==> src/rtl/tank_pkg.sv <==
// Shared tank-game types: shell FSM states, screen limits and fixed-point format.
// Latency: n/a (declarations only).
// Backpressure: n/a.
package tank_pkg;

  typedef enum logic [1:0] {
    IDLE   = 2'd0,
    FLIGHT = 2'd1,
    IMPACT = 2'd2
  } shell_state_e;

  // Last visible pixel column / row.
  localparam logic [9:0] SCREEN_X_MAX = 10'd639;
  localparam logic [9:0] SCREEN_Y_MAX = 10'd479;

  // Fractional bits of the Q.4 position/velocity format.
  localparam int FRAC = 4;

endpackage

==> src/rtl/terrain_height.sv <==
// Ground profile: maps a pixel column to the terrain surface row.
// Latency: combinational.
// Backpressure: none.
module terrain_height (
  input  logic [9:0] x,
  output logic [9:0] y
);

  logic [31:0] xw;
  logic [31:0] sq_term;
  logic [31:0] lin_term;

  // Parabolic profile with truncating divisions; the +222 offset keeps the
  // result positive over the visible columns, so unsigned arithmetic is safe.
  always_comb begin
    xw       = {22'd0, x};
    sq_term  = (32'd607 * xw * xw) / 32'd1562500;
    lin_term = (32'd71 * xw) / 32'd500;
  end

  assign y = 10'(sq_term - lin_term + 32'd222);

endmodule

==> src/rtl/shell_projectile.sv <==
// Ballistic shell: launches on a shoot rising edge, integrates Q.4 motion with gravity per frame.
// Latency: shell appears one frame after fire is sampled; first motion the frame after.
// Backpressure: none; fire outside IDLE is dropped, never queued.
module shell_projectile
  import tank_pkg::*;
#(
  parameter int LAUNCH_VY      = 48,
  parameter int X_SPEED        = 32,
  parameter int GRAVITY        = 2,
  parameter int MUZZLE_OFFSET  = 8,
  parameter int HIT_R          = 8,
  parameter int EXPLODE_FRAMES = 16
) (
  input  logic       Reset,
  input  logic       frame_clk,
  input  logic       shoot,
  input  logic [9:0] TankX,
  input  logic [9:0] TankY,
  input  logic [1:0] Direction,
  input  logic [9:0] y_component,
  input  logic [9:0] TargetX,
  input  logic [9:0] TargetY,
  output logic [9:0] ShellX,
  output logic [9:0] ShellY,
  output logic       ShellActive,
  output logic       ShellVisible,
  output logic       ExplodeActive,
  output logic [9:0] ExplodeX,
  output logic [9:0] ExplodeY,
  output logic       Hit,
  output logic [3:0] HitCount
);

  localparam int CW = $clog2(EXPLODE_FRAMES + 1);
  localparam logic signed [11:0] VX_MAG   = 12'(X_SPEED);
  localparam logic signed [11:0] VY_BASE  = 12'(LAUNCH_VY);
  localparam logic signed [11:0] VY_GRAV  = 12'(GRAVITY);
  localparam logic signed [10:0] MUZZLE   = 11'(MUZZLE_OFFSET);
  localparam logic signed [11:0] HIT_LIM  = 12'(HIT_R);
  localparam logic [CW-1:0]      CNT_LOAD = CW'(EXPLODE_FRAMES - 1);

  shell_state_e state;
  logic shoot_d;
  logic fire;
  logic signed [14:0] x, y, nx, ny, x_launch, y_launch;
  logic signed [11:0] vx, vy, vx_launch, vy_launch;
  logic signed [10:0] muzzle_y;
  logic signed [11:0] dx, dy;
  logic [CW-1:0] cnt;
  logic [9:0] nx_px, ny_px, ground_y, boom_y;
  logic off_screen, on_target, on_ground, in_flight;
  logic unused_dir;

  // Only bit 0 of Direction carries meaning.
  assign unused_dir = Direction[1];

  assign fire = shoot & ~shoot_d;

  terrain_height u_terrain (
    .x (nx_px),
    .y (ground_y)
  );

  // Launch point/velocity from the firing tank, and the candidate next position with its checks.
  always_comb begin
    muzzle_y  = $signed({1'b0, TankY}) - MUZZLE;
    x_launch  = $signed({1'b0, TankX, {FRAC{1'b0}}});
    y_launch  = {muzzle_y, {FRAC{1'b0}}};
    vx_launch = Direction[0] ? VX_MAG : -VX_MAG;
    vy_launch = -(VY_BASE + $signed({{2{y_component[9]}}, y_component}));

    nx    = x + {{3{vx[11]}}, vx};
    ny    = y + {{3{vy[11]}}, vy};
    nx_px = nx[FRAC+9:FRAC];
    ny_px = ny[FRAC+9:FRAC];

    off_screen = nx[14] || (nx_px > SCREEN_X_MAX) || (!ny[14] && (ny_px > SCREEN_Y_MAX));

    // Pixel distances to the target; ny may be above the screen so keep its sign.
    dx = $signed({2'b00, nx_px}) - $signed({2'b00, TargetX});
    dy = $signed({ny[14], ny[14:FRAC]}) - $signed({2'b00, TargetY});
    on_target = (dx <= HIT_LIM) && (dx >= -HIT_LIM) && (dy <= HIT_LIM) && (dy >= -HIT_LIM);

    on_ground = !ny[14] && (ny_px >= ground_y);

    // Explosion row is kept on screen.
    if (ny[14])                    boom_y = 10'd0;
    else if (ny_px > SCREEN_Y_MAX) boom_y = SCREEN_Y_MAX;
    else                           boom_y = ny_px;
  end

  // Shell FSM: launch, per-frame integration with miss/hit/ground checks, timed explosion.
  always_ff @(posedge frame_clk or posedge Reset) begin
    if (Reset) begin
      state    <= IDLE;
      shoot_d  <= 1'b0;
      x        <= '0;
      y        <= '0;
      vx       <= '0;
      vy       <= '0;
      cnt      <= '0;
      ExplodeX <= '0;
      ExplodeY <= '0;
      Hit      <= 1'b0;
      HitCount <= '0;
    end else begin
      shoot_d <= shoot;
      Hit     <= 1'b0;
      case (state)
        IDLE: begin
          if (fire) begin
            x     <= x_launch;
            y     <= y_launch;
            vx    <= vx_launch;
            vy    <= vy_launch;
            state <= FLIGHT;
          end
        end
        FLIGHT: begin
          vy <= vy + VY_GRAV;
          if (off_screen) begin
            state <= IDLE;
          end else if (on_target || on_ground) begin
            state    <= IMPACT;
            ExplodeX <= nx_px;
            ExplodeY <= boom_y;
            cnt      <= CNT_LOAD;
            if (on_target) begin
              Hit <= 1'b1;
              if (HitCount != 4'd15) HitCount <= HitCount + 4'd1;
            end
          end else begin
            x <= nx;
            y <= ny;
          end
        end
        IMPACT: begin
          if (cnt == '0) state <= IDLE;
          else           cnt   <= cnt - 1'b1;
        end
        default: state <= IDLE;
      endcase
    end
  end

  // Shell outputs decode straight from registered state.
  assign in_flight     = (state == FLIGHT);
  assign ShellActive   = in_flight;
  assign ShellVisible  = in_flight && !y[14];
  assign ShellX        = in_flight ? x[FRAC+9:FRAC] : 10'd0;
  assign ShellY        = ShellVisible ? y[FRAC+9:FRAC] : 10'd0;
  assign ExplodeActive = (state == IMPACT);

endmodule

==> config.mk <==
export PLATFORM = sky130hd
export DESIGN_NAME = shell_projectile
export DESIGN_NICKNAME = d
export VERILOG_FILES = /design/src/rtl/tank_pkg.sv /design/src/rtl/terrain_height.sv /design/src/rtl/shell_projectile.sv
export SDC_FILE = /design/constraint.sdc
export NUM_CORES = 1
export LEC_CHECK = 0
export CAP_MARGIN = 20
export CELL_PAD_IN_SITES_DETAIL_PLACEMENT = 1
export CELL_PAD_IN_SITES_GLOBAL_PLACEMENT = 1
export CORE_ASPECT_RATIO = 2
export CORE_MARGIN = 2
export CORE_UTILIZATION = 50
export CTS_CLUSTER_SIZE = 24
export DETAILED_ROUTE_END_ITERATION = 10
export GPL_ROUTABILITY_DRIVEN = 1
export PLACE_DENSITY_LB_ADDON = 0.3
export SLEW_MARGIN = 20
export SYNTH_ARGS = -nofsm -noshare
export SYNTH_HDL_FRONTEND = slang
export SYNTH_SLANG_ARGS = --single-unit
==> constraint.sdc <==
create_clock -name frame_clk -period 65.6 [get_ports frame_clk]
set_input_delay 9.84 -clock frame_clk [delete_from_list [all_inputs] [get_ports frame_clk]]
set_output_delay 9.84 -clock frame_clk [all_outputs]
set_load 0.01 [all_outputs]
==> impl_metrics.tcl <==
set metrics [dict create \
    die_height_um 308 \
    initial_core_util_pct 50.5 \
    slew_headroom_pct 20.2 \
    drc 0 \
    final_layout_size_suffix_gt1_share_pct 6.52 \
    ys_ff_latch 73 \
    clock_sinks 73 \
    maxSlewViolCount 0 \
    rsz0062_at_grt "false" \
    cpLargestDelayFamily "compound AO/OA/AOI/OAI gates" \
    tightest_slew_ps 1190 \
    synth_top_area_share_pct 16.0 \
    yosysUniqueCellTypes 128 \
    via_per_inst 6.52 \
    rr_worst_depth 104 \
    dpl.hpwl_um 70800 \
    num_antenna_cells 0 \
    cts_tree "yes" \
    setup_violations 0 \
    worst-setup-path-type "reg -> reg" \
    cp_max_fo 27 \
    gp_congestion 0.920 \
    outcome "complete, no violations" \
    drt_iter0_drc 1074 \
    fin_tns_setup_ps 0 \
    final_hold_viol_count 0 \
    syn-cell-area_sq_um 23100 \
    io_buffers 101 \
    vias 23500 \
    hold_end "vx[5]$_DFFE_PP0P_" \
    syn_avg_cell_area_sq_um 7.79 \
    die_x_um 156 \
    synth_nets 3443 \
    rows 111 \
    antenna_found_initial 1 \
    layout_common_cells "inv_1, nor2_1, nand2_1" \
    dieArea_sq_um 48000 \
    min_delay_path_depth 1 \
    rrSetupSlack_ps 33080 \
    cts-root-buf "clkbuf_16" \
    rr_startpoint "vx[10]$_DFFE_PP0P_" \
    firstDrtPassIters 5 \
    crit_slowest_cell "nor4_2" \
    cts_buffers 9 \
    fmax_ghz 0.0308 \
    ys.warnings.count 0 \
    final_nets 3513 \
    ys_seq_area_share_pct 7.92 \
    grt.total_usage_pct 36.5 \
    worst-path-buf-inv 11 \
    synth_edf_count 0 \
    ctsResizeCount 0 \
    rr_endpoint "ExplodeX[4]$_DFFE_PP0P_" \
    drtAntennaViolNets 0 \
    end_kind "flip-flop" \
    wirelength_um 86800 \
    min_from "vx[5]$_DFFE_PP0P_" \
    async_reset_ff_share_pct 100 \
    grt_pass1_vias 26400 \
    gr-total-overflow 0 \
    arrival_ps 32750 \
    maxCapViolCount 0 \
    grt_max_degree 74 \
    synthTopCellsByArea "fa_1, ha_1, dfrtp_1" \
    clockBufferDepth 2 \
    clock_tree.htree_level_count 3 \
    wire_per_inst_um 24.1 \
    hold_buffers 0 \
    netlist_instances 2961 \
    hold_class "reg -> reg" \
    ios 103 \
    clock_latency_ps 350 \
    area_growth_pct 9.03 \
    crit_path_start_kind "flip-flop" \
    crit_required_ps 65830 \
    post-route-min-period_ps 32520 \
    grt_pass1_wl_um 138000 \
    slowest_delay_ps 810 \
    ys.flop_type "dfrtp_1" \
    fin_crit_sh_pct 49.6 \
    core_area_sq_um 45700 \
    post-cts-setup-buffers 0 \
    final_common_cell "inv_1" \
    synth_top_cell_by_area "fa_1" \
    finClkSkew_ps 7.19 \
    cts.clk_slew.worst_paths_ps 60 \
]
[metrics by stage]
stage,area (sq um),cells,hold WS (ps),utilization (%),setup slack [ps]
after CTS,25200,3601,487,55.1,33180
after floorplan,23100,2961,439,-,40060
after global placement,24800,3585,454,54.2,34530
after detailed placement,24800,3585,472,54.2,33310
final,25200,3601,486,55.1,33080
after global routing,25200,3601,499,55.1,31230
[worst max path at each step]
stage / slack (ps) / from / cells past startpoint / end
3_3_place_gp: 34530 / vx[10]$_DFFE_PP0P_ / 104 / ExplodeX[4]$_DFFE_PP0P_
3_5_place_dp: 33310 / vx[10]$_DFFE_PP0P_ / 104 / ExplodeX[4]$_DFFE_PP0P_
4_1_cts: 33180 / vx[10]$_DFFE_PP0P_ / 104 / ExplodeX[4]$_DFFE_PP0P_
5_1_grt: 31230 / vx[10]$_DFFE_PP0P_ / 106 / cnt[2]$_DFFE_PP0P_
6_report: 33080 / vx[10]$_DFFE_PP0P_ / 104 / ExplodeX[4]$_DFFE_PP0P_
2_1_floorplan: 40060 / x[5]$_DFFE_PP0P_ / 110 / x[10]$_DFFE_PP0P_
[flip-flops by register name (all words and copies together), names as in the netlist, 4 cells and up]
signal	cells
ExplodeY	10
vy	12
ExplodeX	10
x	11
cnt	5
y	15
HitCount	4
[cell families after synthesis]
logic type,Yosys count,synth area share (%)
and+or+nand+nor,1012,21.4
other,1,0.0163
AOI/OAI and AO/OA,736,22.9
xor gates and xnor gates,230,8.88
adders and majority gates,433,29.4
DFF,73,7.92
buffers and inverters,425,7.09
muxes,51,2.39
[metal layers]
metal  vias up  routed length, um  global-route usage [%]  share of wire (%)
li1      10500                  -                       -                  -
met4         2               8670                    31.0                 10
met2       831              47000                    71.0                 54
met5         -                 13                       0              0.015
met3       466               3470                    4.91                4.0
met1     11700              27700                    31.9                 32
[area by class of cell]
cell class | instances | area (sq um)
flip-flops and latches | 73 | 1830
clock inverters | 6 | 138
clock buffers | 10 | 229
well taps | 565 | 707
multi-input cells | 2463 | 19700
repair buffers | 136 | 1270
fillers | 5665 | 20500
inverters | 348 | 1310
[Yosys cell counts, types with 9 or more instances]
cell type and n:
inv_1 340, nor2_1 304, nand2_1 274, ha_1 243, fa_1 184, a21oi_1 175, xnor2_1 167, o21ai_0 114
nand3_1 77, dfrtp_1 73, nor3_1 68, xor2_1 60, clkbuf_1 54, and2_1 47, o21bai_1 46, a21o_1 39
a31oi_1 34, nor4_1 30, o211ai_1 30, mux2_2 29, or3_1 29, nand4_1 26, nand2b_1 24, mux2i_1 21
o21a_1 21, nor2b_1 20, and3_1 19, a211oi_1 16, o21ai_1 16, o31ai_1 16, or2_2 16, and4_1 15
a211o_1 14, buf_2 14, o221ai_1 11, a21boi_0 10, nand3b_1 10, o22ai_1 10, a22oi_1 9
Power is not shown: default switching activity piles up to over one toggle a cycle in this logic, so the estimate is an artifact.
